==> config.mk <==
export PLATFORM = sky130hd
export DESIGN_NAME = median_window_fetch
export DESIGN_NICKNAME = d
export VERILOG_FILES = /design/src/rtl/median_window_fetch.sv
export SDC_FILE = /design/constraint.sdc
export NUM_CORES = 1
export LEC_CHECK = 0
export ABC_AREA = 1
export CAP_MARGIN = 0
export CORE_MARGIN = 3
export CORE_UTILIZATION = 51
export CTS_CLUSTER_SIZE = 10
export DETAILED_ROUTE_END_ITERATION = 6
export GPL_TIMING_DRIVEN = 0
export MAX_ROUTING_LAYER = met4
export PLACE_DENSITY = 0.85
export SLEW_MARGIN = 10
export SYNTH_ARGS = -nofsm -noshare
export SYNTH_HDL_FRONTEND = slang
export SYNTH_SLANG_ARGS = --single-unit
==> constraint.sdc <==
create_clock -name i_clk -period 5.3 [get_ports i_clk]
set_input_delay 1.06 -clock i_clk [delete_from_list [all_inputs] [get_ports i_clk]]
set_output_delay 1.06 -clock i_clk [all_outputs]
set_load 0.02 [all_outputs]
==> src/rtl/median_window_fetch.sv <==
// 3x3 window fetch for the median filter: reads the neighbourhood of a centre
// pixel from a synchronous-read SRAM, zero-pads off-image taps, emits one window.
module median_window_fetch #(
  parameter int IMG_W   = 8,
  parameter int IMG_H   = 8,
  parameter int COORD_W = 3,
  parameter int ADDR_W  = 6,
  parameter int DATA_W  = 8
) (
  input  logic               i_clk,
  input  logic               i_rst_n,
  input  logic               i_start,
  input  logic [COORD_W-1:0] i_row,
  input  logic [COORD_W-1:0] i_col,
  output logic               o_mem_ren,
  output logic [ADDR_W-1:0]  o_mem_addr,
  input  logic [DATA_W-1:0]  i_mem_rdata,
  output logic               o_busy,
  output logic               o_valid,
  output logic [DATA_W-1:0]  o_data0,
  output logic [DATA_W-1:0]  o_data1,
  output logic [DATA_W-1:0]  o_data2,
  output logic [DATA_W-1:0]  o_data3,
  output logic [DATA_W-1:0]  o_data4,
  output logic [DATA_W-1:0]  o_data5,
  output logic [DATA_W-1:0]  o_data6,
  output logic [DATA_W-1:0]  o_data7,
  output logic [DATA_W-1:0]  o_data8
);

  typedef enum logic [1:0] {IDLE, FETCH, DRAIN, DONE} state_t;

  // Two bits of headroom keep row -1 and row IMG_H distinct from in-range rows.
  localparam int SW = COORD_W + 2;
  localparam logic signed [SW-1:0] ONE_S = SW'(1);
  localparam logic signed [SW-1:0] W_S   = SW'(IMG_W);
  localparam logic signed [SW-1:0] H_S   = SW'(IMG_H);
  localparam logic [COORD_W:0]     ROW_LIM = (COORD_W+1)'(IMG_H);
  localparam logic [COORD_W:0]     COL_LIM = (COORD_W+1)'(IMG_W);

  state_t                   state;
  logic [3:0]               slot;
  logic [COORD_W-1:0]       c_row, c_col;
  logic                     pend, pend_rd;
  logic [3:0]               pend_slot;
  logic [8:0][DATA_W-1:0]   win;
  logic                     start_ok;
  logic [ADDR_W:0]          first_rd, next_rd;

  // Returns {in_bounds, address} for tap k of the window centred on (r, c).
  function automatic logic [ADDR_W:0] slot_rd(input logic [COORD_W-1:0] r,
                                               input logic [COORD_W-1:0] c,
                                               input logic [3:0]         k);
    logic [3:0]             dr, dc;
    logic signed [SW-1:0]   pr, pc;
    logic                   inb;
    dr  = k / 4'd3;
    dc  = k % 4'd3;
    pr  = $signed({2'b00, r}) - ONE_S + $signed({{(SW-4){1'b0}}, dr});
    pc  = $signed({2'b00, c}) - ONE_S + $signed({{(SW-4){1'b0}}, dc});
    inb = !pr[SW-1] && (pr < H_S) && !pc[SW-1] && (pc < W_S);
    return {inb, ADDR_W'(pr[COORD_W-1:0]) * ADDR_W'(IMG_W) + ADDR_W'(pc[COORD_W-1:0])};
  endfunction

  assign start_ok = i_start && (state == IDLE || state == DONE)
                 && ({1'b0, i_row} < ROW_LIM) && ({1'b0, i_col} < COL_LIM);
  assign first_rd = slot_rd(i_row, i_col, 4'd0);
  assign next_rd  = slot_rd(c_row, c_col, slot + 4'd1);

  always_ff @(posedge i_clk or negedge i_rst_n) begin
    if (!i_rst_n) begin
      state      <= IDLE;
      slot       <= '0;
      c_row      <= '0;
      c_col      <= '0;
      pend       <= 1'b0;
      pend_rd    <= 1'b0;
      pend_slot  <= '0;
      win        <= '0;
      o_mem_ren  <= 1'b0;
      o_mem_addr <= '0;
      o_busy     <= 1'b0;
      o_valid    <= 1'b0;
    end else begin
      pend <= 1'b0;
      // Read data lands one cycle after its enable; padded taps write zero.
      if (pend) win[pend_slot] <= pend_rd ? i_mem_rdata : '0;
      case (state)
        IDLE, DONE: begin
          o_valid <= 1'b0;
          state   <= IDLE;
          if (start_ok) begin
            state     <= FETCH;
            o_busy    <= 1'b1;
            c_row     <= i_row;
            c_col     <= i_col;
            slot      <= '0;
            o_mem_ren <= first_rd[ADDR_W];
            if (first_rd[ADDR_W]) o_mem_addr <= first_rd[ADDR_W-1:0];
          end
        end
        FETCH: begin
          pend      <= 1'b1;
          pend_rd   <= o_mem_ren;
          pend_slot <= slot;
          if (slot == 4'd8) begin
            state     <= DRAIN;
            o_mem_ren <= 1'b0;
          end else begin
            slot      <= slot + 4'd1;
            o_mem_ren <= next_rd[ADDR_W];
            if (next_rd[ADDR_W]) o_mem_addr <= next_rd[ADDR_W-1:0];
          end
        end
        DRAIN: begin
          state   <= DONE;
          o_busy  <= 1'b0;
          o_valid <= 1'b1;
        end
        default: state <= IDLE;
      endcase
    end
  end

  assign o_data0 = win[0];
  assign o_data1 = win[1];
  assign o_data2 = win[2];
  assign o_data3 = win[3];
  assign o_data4 = win[4];
  assign o_data5 = win[5];
  assign o_data6 = win[6];
  assign o_data7 = win[7];
  assign o_data8 = win[8];

endmodule

==> results of run 1 <==
[logic make-up (layout without fill, tap and decap cells)]
logic type | after synthesis | count (layout)
AOI/OAI and AO/OA | 104 | 104
adders and majority gates | 22 | 22
buffers and inverters | 55 | 168
DFF | 99 | 99
and+or+nand+nor | 212 | 212
xor gates and xnor gates | 5 | 5
muxes | 2 | 2
[power by group through the flow]
| stage | sequential, mW | combinational, mW | clock, mW |
|---|---|---|---|
| after floorplan | 1.28 | 0.876 | 0 |
| after global placement | 1.10 | 1.60 | 0 |
| after detailed placement | 1.11 | 1.66 | 0 |
| after CTS | 1.10 | 1.67 | 0.537 |
| after global routing | 1.13 | 1.87 | 0.568 |
| final | 1.10 | 1.67 | 0.533 |
[metrics by stage]
stage	power (mW)	instance area [µm²]	hold slack [ns]
floorplan	2.16	4520	0.453
global placement	2.70	5630	0.460
detailed placement	2.78	5650	0.457
CTS	3.31	5870	0.491
global route	3.56	5870	0.511
finish	3.30	5870	0.485
[final timing paths]
kind                            slack (ns)  cells after the start                 startpoint                        end
worst min-delay path                  0.49                      2  o_mem_addr[1]$_DFFE_PN0P_  o_mem_addr[1]$_DFFE_PN0P_
max in group asynchronous             3.97                      2                    i_rst_n     o_data8[7]$_DFFE_PN0P_
worst max-delay path                  1.05                     27        slot[0]$_DFFE_PN0P_  o_mem_addr[2]$_DFFE_PN0P_
worst min register to register        0.49                      2  o_mem_addr[1]$_DFFE_PN0P_  o_mem_addr[1]$_DFFE_PN0P_
min in group asynchronous             0.67                      1                    i_rst_n     o_data0[7]$_DFFE_PN0P_
worst max register to register        1.05                     27        slot[0]$_DFFE_PN0P_  o_mem_addr[2]$_DFFE_PN0P_
[worst max-delay path, cell delays in order (launching register included)]
cell and delay [ns]:
dfrtp_1 0.49, ha_1 0.26, inv_1 0.05, nand2_1 0.04, nand2_1 0.13, nand3_2 0.13
inv_1 0.07, ha_1 0.13, inv_1 0.04, ha_1 0.24, nand2_1 0.17, nand3_1 0.11
and2_4 0.15, ha_1 0.23, a21oi_4 0.20, nand2_4 0.08, nand2_1 0.06, nand2_1 0.07
ha_1 0.22, fa_1 0.41, nand3_1 0.11, nand3_1 0.08, nand2_1 0.07, nand2_1 0.08
o21ai_4 0.23, nand2_2 0.14, nand2_1 0.09, nand2_1 0.05
[synthesized netlist by cell type (all sizes together)]
cell,number
a21oi,8
a22oi,1
and2,1
buf,7
clkbuf,6
dfrtp,99
fa,2
ha,20
inv,42
mux2,1
mux2i,1
nand2,163
nand3,28
nand4,3
nor2,13
nor3,4
o21ai,90
o22ai,4
o31ai,1
xnor2,2
xor2,3
[final cells by class]
cell class	instances	area, µm²	share of cell area (%)
Multi-Input combinational cell	345	1810	30.8
Timing Repair Buffer	98	996	17.0
Tap cell	105	131	2.24
Clock buffer	9	124	2.11
Buffer	13	82.6	1.41
Clock inverter	6	96.3	1.64
Sequential cell	99	2480	42.2
Inverter	42	158	2.68
[routing by layer]
| metal | global-route usage [%] | vias to the layer above |
|---|---|---|
| met5 | - | - |
| met4 | 6.84 | 0 |
| met3 | 4.73 | 14 |
| met2 | 40.8 | 155 |
| met1 | 29.4 | 1876 |
| li1 | - | 1851 |
[state kept, by name, indices dropped and copies added (netlist names)]
signal,flops
o_data8,8
o_data6,8
state,2
slot,4
c_col,3
o_data4,8
o_data3,8
pend,1
o_data5,8
o_data7,8
o_data2,8
o_busy,1
pend_slot,4
o_valid,1
o_mem_addr,6
o_mem_ren,1
o_data1,8
o_data0,8
c_row,3
pend_rd,1
[cells in the final DEF, fill, tap and decap left out, drive strengths merged]
| cell type | n |
|---|---|
| mux2i | 1 |
| mux2 | 1 |
| fa | 2 |
| clkinvlp | 1 |
| clkdlybuf4s50 | 96 |
| nor3 | 4 |
| a21oi | 8 |
| xor2 | 3 |
| nand4 | 3 |
| ha | 20 |
| o31ai | 1 |
| dfrtp | 99 |
| xnor2 | 2 |
| nand2 | 163 |
| bufinv | 2 |
| o22ai | 4 |
| o21ai | 90 |
| buf | 9 |
| clkbuf | 15 |
| inv | 45 |
| nor2 | 13 |
| and2 | 1 |
| nand3 | 28 |
| a22oi | 1 |
==> impl_metrics.toml, run 1 <==
[run_status]
status = "finished clean"

[setup_path]
startpoint_type = "register"
worstPathArrival_ns = 4.51
path_class = "register to register"
worst-path-max-fanout = 8
cp-end-kind = "register"
required_ns = 5.56

[final_layout]
antenna_cells = 0
nets = 647
syn_to_final_growth_pct = 29.8
finalNonFillerCells = 717
layout-drive-gt1-share_pct = 6.37
final_util_pct = 69.7
n_fill_cell = 644

[sta]
finalHoldViolCount = 0
slew_violations = 0
clock.fmax_ghz = 0.235
tns_ns = 0
fin_crit_ns = 4.25
fin_skew_ns = 0.0136
worst_slack_ns = 1.05
tightest_slew_ns = 0.541
setup_viol = 0
grt_setup_unrepaired = "false"
max_slew_margin_pct = 63.9
fin_crit_sh_pct = 80.2

[drt]
met2WireLength_mm = 5.69
ant_nets = 0
wl_met3_um = 786
viasPerCell = 5.43
drc = 0
vias = 3896
drt-initial-drc-count = 270
met1Wirelength_mm = 4.58
drt_first_pass_iters = 5
wl_per_cell_um = 15.7
drt-total-wl_mm = 11.2
top_layer = "met4"

[floorplan]
fp.dieW_um = 100
dieArea_um2 = 10000
initial_utilization_pct = 53.7
ios = 98
coreArea_um2 = 8420
die_h_um = 100
rows = 33

[placed_design]
placed_cells = 702
gp_congestion = 0.895
hpwlAfterDp_mm = 8.41
dpl_worst_slack_ns = 1.06
place.port_buffers = 97

[global_route]
grt_max_degree = 59
first_global_vias = 3844
grt_pass1_wl_mm = 18.5
gr-usage-all-layers_pct = 24.0
grt_overflow = 0
antenna_found_initial = 0

[pwr]
swShare_pct = 42.3
p_int_mw = 1.90
combPwrFrac_pct = 50.5
peakVddDrop_uv = 315
powerDensity_nw_per_um2 = 562
seqPwrFrac_pct = 33.4
p_sw_mw = 1.40
clkPwrFrac_pct = 16.1
power.leakage_nw = 2.76

[clock_tree]
htreeDepth = 3
cts_tree = "done"
ctsResizeCount = 0
clk_root_buffer_cell = "clkbuf_8"
cts_buffers = 9
post_cts_buffers = 0
ctsHoldBuffers = 0
worstSkewPairLatency_ns = 0.37
clk_path_buf_depth = 2
cts_sinks = 99
path_clk_slew_ns = 0.09

[synthesis]
syn_area_um2 = 4520
synth_compound_area_share_pct = 12.4
synth.net_count = 538
synth_mux_area_share_pct = 0.470
synthTopCellsByArea = "dfrtp_1, nand2_1, o21ai_0"
yosysTopAreaCell = "dfrtp_1"
avgSynthCellArea_um2 = 9.07
synth_top_area_share_pct = 54.8
yosys_warnings = 0
ys_seq_area_share_pct = 54.8
synth_fa_ha_area_share_pct = 6.42
ys_seq_elements = 99
yosysUniqueCellTypes = 31
synth_xor_area_share_pct = 0.968
yosys.area_share.simple_pct = 19.6
synth_top_family_by_area = "simple AND/OR/NAND/NOR gates"
syn_inst = 499

[worst_hold_path]
hp-class = "register to register"

[job]
max_cap_violations = 0
Power figures use the tool's default switching activity.
==> run 2: changes to the inputs <==
--- a/config.mk
+++ b/config.mk
@@ -8,12 +8,12 @@
 export ABC_AREA = 1
 export CAP_MARGIN = 0
 export CORE_MARGIN = 3
-export CORE_UTILIZATION = 51
+export CORE_UTILIZATION = 46
 export CTS_CLUSTER_SIZE = 10
 export DETAILED_ROUTE_END_ITERATION = 6
 export GPL_TIMING_DRIVEN = 0
 export MAX_ROUTING_LAYER = met4
-export PLACE_DENSITY = 0.85
+export PLACE_DENSITY = 0.81
 export SLEW_MARGIN = 10
 export SYNTH_ARGS = -nofsm -noshare
 export SYNTH_HDL_FRONTEND = slang
==> constraint.sdc (replaced) <==
create_clock -name i_clk -period 3.6 [get_ports i_clk]
set_input_delay 0.72 -clock i_clk [delete_from_list [all_inputs] [get_ports i_clk]]
set_output_delay 0.72 -clock i_clk [all_outputs]
set_load 0.02 [all_outputs]
==> impl_metrics.toml, run 2 (synthesis gave the netlist of run 1 again) <==
[setup_path]
rr_endpoint = "o_mem_addr[3]$_DFFE_PN0P_"
path_class = "register to register"
cp-end-kind = "register"
reg2reg_depth = 26
reg2reg_slack_ns = -0.04
required_ns = 3.90
worstPathArrival_ns = 3.94
reg2reg_from = "slot[0]$_DFFE_PN0P_"
startpoint_type = "register"
worst-path-max-fanout = 6

[floorplan]
fp.dieW_um = 105
die_h_um = 105
rows = 35
initial_utilization_pct = 48.1
dieArea_um2 = 11100
ios = 98
coreArea_um2 = 9420

[clock_tree]
cts_sinks = 99
worstSkewPairLatency_ns = 0.36
cts_buffers = 9
cts_tree = "done"
htreeDepth = 3
clk_root_buffer_cell = "clkbuf_8"
path_clk_slew_ns = 0.11
clk_path_buf_depth = 2

[global_route]
grt_max_degree = 70
antenna_found_initial = 0
grt_overflow = 0
gr-usage-all-layers_pct = 22.5
first_global_vias = 3975
grt_pass1_wl_mm = 19.6

[pwr]
power.leakage_nw = 2.87
powerDensity_nw_per_um2 = 841
peakVddDrop_uv = 465

[final_layout]
syn_to_final_growth_pct = 37.4
antenna_cells = 0
layout-drive-gt1-share_pct = 14.6
nets = 666
n_fill_cell = 718
final_common_cell = "nand2_1"
layout_common_cells = "nand2_1, dfrtp_1, clkdlybuf4s50_1, o21ai_0, inv_1"
multi_input_area_um2 = 1990
ff_latch_area_um2 = 2480
final_util_pct = 66.0

[sta]
grt_setup_unrepaired = "true"
fin_skew_ns = 0.0241
fin_crit_sh_pct = 101
slew_violations = 0
tns_ns = -0.139
worst_slack_ns = -0.0368
tightest_slew_ns = 0.458
finalHoldViolCount = 0
max_slew_margin_pct = 69.5
setup_viol = 7
clock.fmax_ghz = 0.275
fin_crit_ns = 3.64

[run_status]
violations = "negative setup slack"
status = "finished, violations left"

[drt]
drt_first_pass_iters = 5
ant_nets = 0
drt-total-wl_mm = 11.6
vias = 3936
wl_per_cell_um = 15.2
drt-initial-drc-count = 261
viasPerCell = 5.17
drc = 0

[worst_hold_path]
hp-class = "primary input to async pin"

[placed_design]
place.port_buffers = 97
gp_congestion = 0.844
hpwlAfterDp_mm = 8.41

[job]
max_cap_violations = 0
==> run 2: cell types whose count changed in the layout (fill, tap and decap cells not counted), sizes merged <==
cell,previous run,this run
buf,9,28
bufinv,2,0
clkbuf,15,16
clkinv,0,4
clkinvlp,1,0
inv,45,44
==> run 2: worst max-delay path: stages (launching register included) <==
cell and delay, ns:
dfrtp_2 0.44, buf_6 0.14, buf_6 0.11, nand4_1 0.12, nand3_4 0.10, inv_2 0.07, ha_4 0.13, inv_4 0.03
ha_4 0.17, nand2_4 0.06, nand3_2 0.08, and2_4 0.16, ha_4 0.17, a21oi_4 0.16, nand2_4 0.07, nand2_2 0.08
nand2_2 0.08, ha_4 0.17, fa_2 0.35, nand3_2 0.09, nand3_2 0.09, nand2_2 0.08, nand2_2 0.07, o21ai_4 0.27
buf_6 0.15, nand3_1 0.06, nand2_1 0.10
==> run 2: metal layers <==
metal	vias to the layer above	global-route usage, %	part of all wire, %
li1	1890	-	-
met1	1905	27.7	42
met2	134	38.0	52
met3	7	4.94	5.9
met4	0	5.06	0.67
met5	-	-	0
==> run 2: worst max-delay path by stage <==
stage | startpoint | endpoint | slack (ns)
after floorplan | slot[0]$_DFFE_PN0P_ | o_mem_addr[0]$_DFFE_PN0P_ | 0.0002
after global placement | i_rst_n | c_col[2]$_DFFE_PN0P_ | -1.63
after detailed placement | slot[0]$_DFFE_PN0P_ | o_mem_addr[3]$_DFFE_PN0P_ | -0.52
after CTS | slot[0]$_DFFE_PN0P_ | o_mem_addr[5]$_DFFE_PN0P_ | -0.002
after global routing | slot[0]$_DFFE_PN0P_ | o_mem_addr[3]$_DFFE_PN0P_ | -0.21
final | slot[0]$_DFFE_PN0P_ | o_mem_addr[3]$_DFFE_PN0P_ | -0.04
==> run 2: cell type report <==
type / count / area share, %
clock inverter: 6 / 0.926
tap: 129 / 2.60
timing repair buffer: 117 / 18.6
sequential: 99 / 39.9
multi-input combinational: 345 / 32.0
buffer: 13 / 1.33
clock buffer: 10 / 2.05
inverter: 42 / 2.62
==> run 2: where the power goes <==
group          switching, mW  internal [mW]  total (mW)
sequential             0.190           1.42        1.61
combinational           1.68           1.27        2.95
clock                  0.403          0.267       0.669
total                   2.27           2.96        5.23
==> run 2: stage by stage <==
step                setup WS, ns  std cells  cell area, µm²  hold slack [ns]  power [mW]
floorplan               0.000175        499            4530            0.424        3.18
global placement           -1.63        725            5670            0.461        3.99
detailed placement        -0.525        726            5690            0.459        4.12
CTS                     -0.00216        756            6130            0.277        5.07
global route              -0.208        761            6210            0.282        5.62
finish                   -0.0368        761            6210            0.280        5.23
==> run 2: repair_timing <==
item	CTS	global route
setup buffers	14	5
hold endpoints to repair	0	0
pin swaps	17	7
endpoints found under the setup margin	7	7
hold buffers	0	0
gates resized for setup	32	14
